`src/rtl/pipe_ctrl.sv`:
```
// Pipeline sequencing controller: per-stage stall vector, redirect flush and EX watchdog.
// Optional PIPE_CTRL_PERF_EN builds the saturating stall cycle counter; otherwise stall_cnt is 0.
module pipe_ctrl #(
   parameter int          STALL_W = 6,
   parameter int          TIMEOUT = 64,
   parameter logic [31:0] TRAP_PC = 32'h0000_0040,
   parameter int          CNT_W   = 32
) (
   input  logic               clk,
   input  logic               rst,
   input  logic               stallreq_id,
   input  logic               stallreq_ex,
   input  logic               flush_req,
   input  logic [31:0]        flush_pc,
   output logic [STALL_W-1:0] stall,
   output logic               flush,
   output logic [31:0]        new_pc,
   output logic               timeout,
   output logic [CNT_W-1:0]   stall_cnt
);

   localparam int WAIT_W = (TIMEOUT > 2) ? $clog2(TIMEOUT) : 1;
   localparam logic [WAIT_W-1:0]  WAIT_LAST = WAIT_W'(TIMEOUT - 1);
   localparam logic [STALL_W-1:0] STALL_EX  = STALL_W'(6'b001111);
   localparam logic [STALL_W-1:0] STALL_ID  = STALL_W'(6'b000111);

   typedef enum logic [1:0] {
      ST_RUN     = 2'd0,
      ST_EX_WAIT = 2'd1,
      ST_FLUSH   = 2'd2
   } state_t;

   state_t              state_r, state_nxt_s;
   logic [WAIT_W-1:0]   wait_cnt_r, wait_cnt_nxt_s;
   logic [31:0]         new_pc_r, new_pc_nxt_s;
   logic                timeout_r, timeout_nxt_s;
   logic                flush_r;
   logic [STALL_W-1:0]  stall_s;

   // Stall vector; requests seen during FLUSH belong to squashed instructions.
   always_comb begin
      stall_s = {STALL_W{1'b0}};
      if (!rst) begin
         stall_s = {STALL_W{1'b0}};
      end else if (state_r == ST_FLUSH) begin
         stall_s = {STALL_W{1'b0}};
      end else if (flush_req) begin
         stall_s = {STALL_W{1'b0}};
      end else if (stallreq_ex) begin
         stall_s = STALL_EX;
      end else if (stallreq_id) begin
         stall_s = STALL_ID;
      end else begin
         stall_s = {STALL_W{1'b0}};
      end
   end

   // Next-state, watchdog count and redirect target selection.
   always_comb begin
      state_nxt_s    = state_r;
      wait_cnt_nxt_s = wait_cnt_r;
      new_pc_nxt_s   = new_pc_r;
      timeout_nxt_s  = timeout_r;
      case (state_r)
         ST_RUN: begin
            if (flush_req) begin
               state_nxt_s  = ST_FLUSH;
               new_pc_nxt_s = flush_pc;
            end else if (stallreq_ex) begin
               state_nxt_s    = ST_EX_WAIT;
               wait_cnt_nxt_s = WAIT_W'(1);
            end else begin
               state_nxt_s = ST_RUN;
            end
         end
         ST_EX_WAIT: begin
            // A real redirect outranks a watchdog expiring in the same cycle.
            if (flush_req) begin
               state_nxt_s    = ST_FLUSH;
               new_pc_nxt_s   = flush_pc;
               wait_cnt_nxt_s = {WAIT_W{1'b0}};
            end else if (!stallreq_ex) begin
               state_nxt_s    = ST_RUN;
               wait_cnt_nxt_s = {WAIT_W{1'b0}};
            end else if (wait_cnt_r == WAIT_LAST) begin
               state_nxt_s    = ST_FLUSH;
               new_pc_nxt_s   = TRAP_PC;
               timeout_nxt_s  = 1'b1;
               wait_cnt_nxt_s = {WAIT_W{1'b0}};
            end else begin
               wait_cnt_nxt_s = wait_cnt_r + WAIT_W'(1);
            end
         end
         ST_FLUSH: begin
            if (flush_req) begin
               state_nxt_s  = ST_FLUSH;
               new_pc_nxt_s = flush_pc;
            end else begin
               state_nxt_s = ST_RUN;
            end
         end
         default: begin
            state_nxt_s    = ST_RUN;
            wait_cnt_nxt_s = {WAIT_W{1'b0}};
         end
      endcase
   end

   // Controller state and registered outputs.
   always_ff @(posedge clk or negedge rst) begin
      if (!rst) begin
         state_r    <= ST_RUN;
         wait_cnt_r <= {WAIT_W{1'b0}};
         new_pc_r   <= 32'h0000_0000;
         timeout_r  <= 1'b0;
         flush_r    <= 1'b0;
      end else begin
         state_r    <= state_nxt_s;
         wait_cnt_r <= wait_cnt_nxt_s;
         new_pc_r   <= new_pc_nxt_s;
         timeout_r  <= timeout_nxt_s;
         flush_r    <= (state_nxt_s == ST_FLUSH);
      end
   end

`ifdef PIPE_CTRL_PERF_EN
   logic [CNT_W-1:0] stall_cnt_r;

   // Saturating count of stalled cycles.
   always_ff @(posedge clk or negedge rst) begin
      if (!rst) begin
         stall_cnt_r <= {CNT_W{1'b0}};
      end else if ((|stall_s) && (stall_cnt_r != {CNT_W{1'b1}})) begin
         stall_cnt_r <= stall_cnt_r + CNT_W'(1);
      end else begin
         stall_cnt_r <= stall_cnt_r;
      end
   end

   assign stall_cnt = stall_cnt_r;
`else
   assign stall_cnt = {CNT_W{1'b0}};
`endif

   assign stall   = stall_s;
   assign flush   = flush_r;
   assign new_pc  = new_pc_r;
   assign timeout = timeout_r;

endmodule

```
`config.mk`:
```
export PLATFORM = sky130hd
export DESIGN_NAME = pipe_ctrl
export DESIGN_NICKNAME = d
export VERILOG_FILES = /design/src/rtl/pipe_ctrl.sv
export SDC_FILE = /design/constraint.sdc
export NUM_CORES = 1
export LEC_CHECK = 0
export CELL_PAD_IN_SITES_DETAIL_PLACEMENT = 1
export CELL_PAD_IN_SITES_GLOBAL_PLACEMENT = 1
export CORE_MARGIN = 3
export CORE_UTILIZATION = 32
export CTS_BUF_LIST = sky130_fd_sc_hd__clkbuf_4 sky130_fd_sc_hd__clkbuf_8 sky130_fd_sc_hd__clkbuf_16
export CTS_CLUSTER_DIAMETER = 150
export DETAILED_ROUTE_END_ITERATION = 6
export PLACE_DENSITY_LB_ADDON = 0.05
export SLEW_MARGIN = 25
export SYNTH_ARGS = -nofsm -noshare
export SYNTH_HDL_FRONTEND = slang
export SYNTH_SLANG_ARGS = --single-unit
```
`constraint.sdc`:
```
create_clock -name clk -period 4.7 [get_ports clk]
set_input_delay 0.94 -clock clk [delete_from_list [all_inputs] [get_ports clk]]
set_output_delay 0.94 -clock clk [all_outputs]
set_load 0.01 [all_outputs]
```
* Word-level counts from Yosys, hierarchy flattened
Index checks and enable logic that the tools add are counted.
Word-level totals: register bits 42, logic and storage cells 46
Cells by class: bitwise logic cells 2, add/sub/neg operators 1, equal/unequal tests 9, multiplexer cells 23, reduce and logical (&&, ||, !) cells 6
Operators by type and width (count):
- $mux W32 | 4
- $pmux W32 S2 | 1
- $mux W6 | 6
- $pmux W6 S3 | 1
- $mux W4 | 3
- $mux W2 | 5
- $reduce_and A4 Y1 | 2
- $add A6 B1 Y6 const B | 1
- $eq A6 B6 Y1 const B | 1
- $ne A3 B3 Y1 const B | 2
- $pmux W2 S3 | 1
- $eq A2 B2 Y1 const B | 2
- $ne A2 B2 Y1 const B | 2
- $mux W3 | 1
- $reduce_and A3 Y1 | 1
- $eq A2 B1 Y1 const B | 1
- $logic_not A2 Y1 | 1
- $ne A2 B1 Y1 const B | 1
- $not A1 Y1 | 2
- $reduce_bool A2 Y1 | 1
- $reduce_or A2 Y1 | 1
- $mux W1 | 1

* Depth between registers and ports, before layout
Gate-level depths: netlist of run 1.
depth after elaboration 6, gate-level depth with buffers 5, gate-level depth less buffers 4

* Worst setup path after synthesis of run 1
Ideal clock, no wire load.
path type input to output, start input port flush_req, end output port stall[1], stages on the path 2, path slack 1951 ps, arrival 1809 ps, cell sequence nor4b_1 buf_4
Between the ends: cells in the longest elaborated chain, start to end 3
RTL lines:
- from (decl) | line 13 | input logic flush_req,
- $mux W4 | line 47 | end else if (flush_req) begin
- $mux W4 | line 45 | end else if (state_r == ST_FLUSH) begin
- $mux W6 | line 43 | if (!rst) begin
- to (decl) | line 15 | output logic [STALL_W-1:0] stall,
No other way between the ends.

* Final worst setup path of run 1
start input port stallreq_ex, end output port stall[3]
Between the ends: cells in the longest elaborated chain, start to end 4
RTL lines:
- from (decl) | line 12 | input logic stallreq_ex,
- $mux W4 | line 49 | end else if (stallreq_ex) begin
- $mux W4 | line 47
- $mux W4 | line 45
- $mux W6 | line 43
No other way between the ends.

==> results of run 1 <==
## state kept, by name, indices dropped and copies added (netlist names)
name        count
new_pc         32
state_r         2
wait_cnt_r      6
flush           1
timeout         1
## cells by family (layout without fill, tap and decap cells)
| kind of cell | after synthesis | in the layout | synth area share |
|---|---|---|---|
| buf+inv | 75 | 119 | 0.1954 |
| simple gates | 53 | 53 | 0.1172 |
| flops | 42 | 42 | 0.4664 |
| mux | 32 | 32 | 0.1427 |
| compound gates | 16 | 16 | 0.06720 |
| fa+ha+maj | 1 | 1 | 0.005552 |
| other cells | 1 | 34 | 0.001664 |
| xor+xnor | 1 | 1 | 0.003887 |
## worst register-to-register path: cells and delay by family (launching register included)
kind	cells	cell delay, ns
flops	1	0.45
simple gates	1	0.18
fa+ha+maj	1	0.29
compound gates	1	0.22
buf+inv	1	0.53
mux	1	0.40
## cells in the final DEF, fill, tap and decap left out, drive strengths merged, types with 2 or more instances in the layout
cell	instances
clkdlybuf4s50	73
dfrtp	42
conb	34
nand2	33
inv	32
mux2i	31
clkbuf	8
buf	6
nor2	4
nand3	4
nor4b	3
nor2b	2
nand2b	2
a21oi	2
a211o	2
a22o	2
o41ai	2
## routing by layer
layer	track usage	up-vias	part of all wire
li1	-	789	-
met1	0.1608	808	0.43
met2	0.2206	71	0.49
met3	0.04591	2	0.075
met4	0.03444	0	0.0055
met5	0	-	0
## worst paths after layout
| path | slack (ns) | startpoint | endpoint |
|---|---|---|---|
| max | 1.17 | stallreq_ex | stall[3] |
| max in group asynchronous | 3.50 | rst | new_pc[8]$_DFFE_PN0P_ |
| max reg2reg | 2.51 | wait_cnt_r[0]$_DFFE_PN0P_ | new_pc[6]$_DFFE_PN0P_ |
| min | 0.46 | timeout$_DFFE_PN0P_ | timeout$_DFFE_PN0P_ |
| min reg2reg | 0.46 | timeout$_DFFE_PN0P_ | timeout$_DFFE_PN0P_ |
| min in group asynchronous | 0.48 | rst | wait_cnt_r[4]$_DFFE_PN0P_ |
## stage by stage
| step | power [mW] | hold slack [ns] | area, sq um | setup WS, ns |
|---|---|---|---|---|
| finish | 0.9159 | 0.4590 | 3057 | 1.166 |
| global route | 0.9765 | 0.4695 | 3057 | 1.065 |
| CTS | 0.9364 | 0.4664 | 3057 | 1.150 |
| detailed placement | 0.6578 | 0.4471 | 2947 | 1.155 |
| global placement | 0.6541 | 0.4368 | 2947 | 1.146 |
| floorplan | 0.5482 | 0.4932 | 2377 | 1.951 |
## power breakdown
group / switching [mW] / internal [mW] / total, mW
sequential: 0.0250 / 0.400 / 0.425
combinational: 0.0990 / 0.123 / 0.222
clock: 0.121 / 0.148 / 0.269
## layout make-up
class | count | share of cell area
inverters | 32 | 0.03930
well taps | 93 | 0.03807
clock buffers | 8 | 0.03602
flip-flops and latches | 42 | 0.3438
repair buffers | 79 | 0.2530
multi-input cells | 137 | 0.2898
==> metrics, run 1 <==
Final nets=335; fraction of registers with async set/reset=1.000; Tcrit/Tclk final=0.7519; Worst-path clk slew=around 0.080 ns; total track usage=0.1312; post-CTS resize count=0; post-synth cell types=36; Buf/Inv on CP=3; VDD IR max=0.00009931 V; delay-heaviest family, CP=buffers and inverters; Synth Register Bits=42; CORE AREA=6568 sq um; Avg Inst Size Synth=between 10 and 15 sq um; GP Congestion=0.7413; Max stage delay on crit path=0.63 ns; Initial Util=0.3431; Post-CTS Setup Bufs=0; area leader, netlist=dfrtp_1; Leakage=1.566 nW; Worst path slowest cell=clkdlybuf4s50_1; Root Driver=clkbuf_8; Most Frequent Cell on Critical Path=clkdlybuf4s50_1; share of the synthesized area in the top cell type=0.4664; total iterations of the first detailed-routing run=4; Inst Count DP=383; fmax=283.0 MHz; die outline width=89.92 microns; Post-synth top flop=dfrtp_1; final cell count without fillers=391; Vias/cell=between 4 and 5; Worst Tran Pin Value=0.5703 ns; # IOs=109; Synth top cells by count=42 x dfrtp_1, 36 x buf_4, 33 x nand2_1, 32 x inv_1, 31 x mux2i_1; Startpoint Class=input port; Synth Instances=roughly 220; run status=complete, no violations; Clock Tree Buf Depth=2; 1st-iter DRT viols=10; Post-synth EDFFs=0; vias in the first global route=1658; Vias=1670; Multi-input gate area=approximately 890 sq um; Relative slew margins=0.6198; most numerous cell in the Yosys netlist=dfrtp_1; critical path depth in cells=4; TritonCTS buffer count=5; Hold Fails Final Rpt=0; CP Capture Type=output pin; post-synthesis sequential area ratio=0.4664; die height=89.92 microns; Fillers=760; RSZ-0062 raised after global routing=false; Worst Reg-to-Reg Cells=5; H-tree levels=2; layout cell share with drive strength beyond 1=0.06040; Worst EP required=3.76 ns; crit-path cells=clkdlybuf4s50_1 > inv_1 > nor4b_1 > clkdlybuf4s50_1; Post-Syn Area=2253 sq um; first-pass GRT wire length=8604 microns; Max-Cap Viols=0; Final Skew=0.006919 ns; hold depth=1; crit path max fanout=5; Setup Total Neg Slack=0 ns; number of port buffers=74; pwr dens=299.7 nW/um^2; clock latency on the worst-skew pair=0.29 ns; # clock sinks=42; Routed WL per cell=13.43 microns; row count=29; final setup fails=0; CTS tree=done; Final Core Density=0.4654; dpl hpwl=3841 microns; # DRC=0; Synth area leaders=dfrtp_1 47%, mux2i_1 14%, buf_4 12%, nand2_1 5.5%, inv_1 5.3%; Hold Crit Class=flop to flop; Overflow after GRT=0; Area Overhead vs Synth=35.65%; Worst Setup Path Type=input port to output pin; worst endpoint data arrival time=2.59 ns; Synth Warn #=0; initial antenna violation count=0; pin count of the biggest net entering global routing=38; max-slew violations=0; hold-fix buffers at CTS=0; register area=1051 sq um; min Tclk post-route=~3.5 ns; DRT Wirelength=5253 microns; Routed Antenna Nets=0; Antenna Cells=0; die area=~8100 sq um
No activity file was read; power rests on OpenSTA's default activity.
==> run 2, diff against run 1 <==
- CORE_UTILIZATION: 32 -> 30
- clock period: 4.7 -> 3.69 ns (I/O delays scaled with it)
==> metrics, run 2 (synthesis gave the netlist of run 1 again) <==
H-tree levels=2 (unchanged); CTS tree=done; pwr dens=375.3 nW/um^2 (+25%); vias in the first global route=1684 (+1.6%); die outline width=92.67 microns (+3.1%); # clock sinks=42 (unchanged); Startpoint Class=input port; Worst-path clk slew=0.08 ns (about the same); Worst path slowest cell=clkdlybuf4s50_1; post-CTS resize count=0 (unchanged); Overflow after GRT=0 (unchanged); first-pass GRT wire length=8852 microns (+2.9%); Setup Total Neg Slack=0 ns (unchanged); dpl hpwl=4105 microns (+6.9%); crit-path cells=clkdlybuf4s50_1 > inv_1 > nor4b_1 > clkdlybuf4s50_1; TritonCTS buffer count=5 (unchanged); number of port buffers=74 (unchanged); Max-Cap Viols=0 (unchanged); clock latency on the worst-skew pair=0.29 ns (about the same); max reg flops=32 (unchanged); worst endpoint data arrival time=2.34 ns (-0.25 ns); Relative slew margins=0.6575 (+0.03772); Final nets=337 (+0.60%); GP Congestion=0.7449 (+0.49%); DRT Wirelength=5539 microns (+5.4%); Clock Tree Buf Depth=2 (unchanged); Tcrit/Tclk final=0.8329; layout cell share with drive strength beyond 1=0.06667 (+0.006264); total track usage=0.1319 (+0.0006756); die area=8588 sq um (+6.2%); total iterations of the first detailed-routing run=2 (-2); CP Capture Type=output pin; DP Worst Slack=0.5947 ns (-0.5602 ns); final setup fails=0 (unchanged); Leakage=1.569 nW (+0.20%); max-slew violations=0 (unchanged); RSZ-0062 raised after global routing=false; Most Frequent Cell on Critical Path=clkdlybuf4s50_1; hold-fix buffers at CTS=0 (unchanged); commonest non-fill, non-tap cell in the layout=clkdlybuf4s50_1; Antenna Cells=0 (unchanged); Routed WL per cell=13.99 microns (+4.1%); Worst EP required=2.95 ns (-0.81 ns); Hold Fails Final Rpt=0 (unchanged); r2r setup slk=1.62 ns (-0.89 ns); CORE AREA=7019 sq um (+6.9%); Final Skew=0.004677 ns (-0.002242 ns); initial antenna violation count=0 (unchanged); Max stage delay on crit path=0.61 ns (-0.02 ns); row count=30 (+3.4%); # IOs=109 (unchanged); min Tclk post-route=just over 3 ns; crit path max fanout=5 (unchanged); VDD IR max=0.0001579 V (+59%); Vias/cell=4.126 (-3.4%); Routed Antenna Nets=0 (unchanged); Post-CTS Setup Bufs=0 (unchanged); commonest non-fill, non-tap cells in the layout=73 x clkdlybuf4s50_1, 42 x dfrtp_1, 34 x conb_1; Area Overhead vs Synth=35.81%; Vias=1634 (-2.2%); Initial Util=0.3210 (-0.02208); Root Driver=clkbuf_8; Fillers=831 (+9.3%); die height=92.67 microns (+3.1%); 1st-iter DRT viols=32 (+22); Worst Tran Pin Value=0.5126 ns (-0.05768 ns); crit path setup slack, layout=0.6165 ns (-0.5498 ns); Worst Setup Path Type=input port to output pin; fmax=approximately 330 MHz; Hold Crit Class=input port to asynchronous set/reset pin; # DRC=0 (unchanged); run status=complete, no violations; pin count of the biggest net entering global routing=37 (-2.6%)
-- run 2: cell types whose count changed in the layout (fill, tap and decap cells not counted) --
cell	delta
clkbuf_4	+1
clkinv_2	+1
buf_4	+2
clkbuf_8	-2
-- run 2: path summary, 6_finish.rpt --
kind	to	startpoint	cells past startpoint
worst min register to register	timeout$_DFFE_PN0P_	timeout$_DFFE_PN0P_	1
worst max-delay path	stall[3]	stallreq_ex	4
worst min-delay path	state_r[0]$_DFF_PN0_	rst	1
worst max register to register	new_pc[6]$_DFFE_PN0P_	wait_cnt_r[0]$_DFFE_PN0P_	5
max in group asynchronous	new_pc[7]$_DFFE_PN0P_	rst	2
min in group clk	timeout$_DFFE_PN0P_	timeout$_DFFE_PN0P_	1
-- run 2: metrics by stage --
stage | instances | hold WS, ns | total power, mW | utilization | instance area (sq um)
global placement | 388 | 0.4430 | 0.8351 | 0.4225 | 2965
finish | 396 | 0.2778 | 1.149 | 0.4360 | 3060
global route | 396 | 0.2802 | 1.220 | 0.4360 | 3060
CTS | 396 | 0.2748 | 1.169 | 0.4360 | 3060
floorplan | 254 | 0.4424 | 0.6982 | - | 2377
detailed placement | 388 | 0.4620 | 0.8413 | 0.4225 | 2965
-- run 2: power breakdown --
part	switching (mW)	leakage (nW)	internal, mW
clock network	0.163	0.0517	0.159
registers	0.0320	0.509	0.509
logic	0.128	1.01	0.157
total	0.323	1.57	0.825
-- run 2: final cells by class --
| cell class | instances | area (sq um) | share of cell area |
|---|---|---|---|
| Tap cell | 96 | 120.1 | 0.03925 |
| Multi-Input combinational cell | 137 | 885.9 | 0.2895 |
| Clock inverter | 1 | 5.005 | 0.001635 |
| Timing Repair Buffer | 81 | 788.3 | 0.2576 |
| Inverter | 32 | 120.1 | 0.03925 |
| Clock buffer | 7 | 90.09 | 0.02944 |
| Sequential cell | 42 | 1051 | 0.3434 |
-- run 2: worst max-delay path: cells and delay by family --
kind                   cells  cell delay [ns]
buffers and inverters      3             1.24
AND/OR/NAND/NOR            1             0.35
-- run 2: metal layers --
layer  part of all wire  wire (microns)  vias to the layer above  GRT usage
met5                  0               0                        -          0
met4             0.0070              39                        0    0.03663
met3              0.075             418                        2    0.04305
met2               0.50            2751                       65     0.2218
met1               0.42            2330                      775     0.1622
li1                   -               -                      792          -
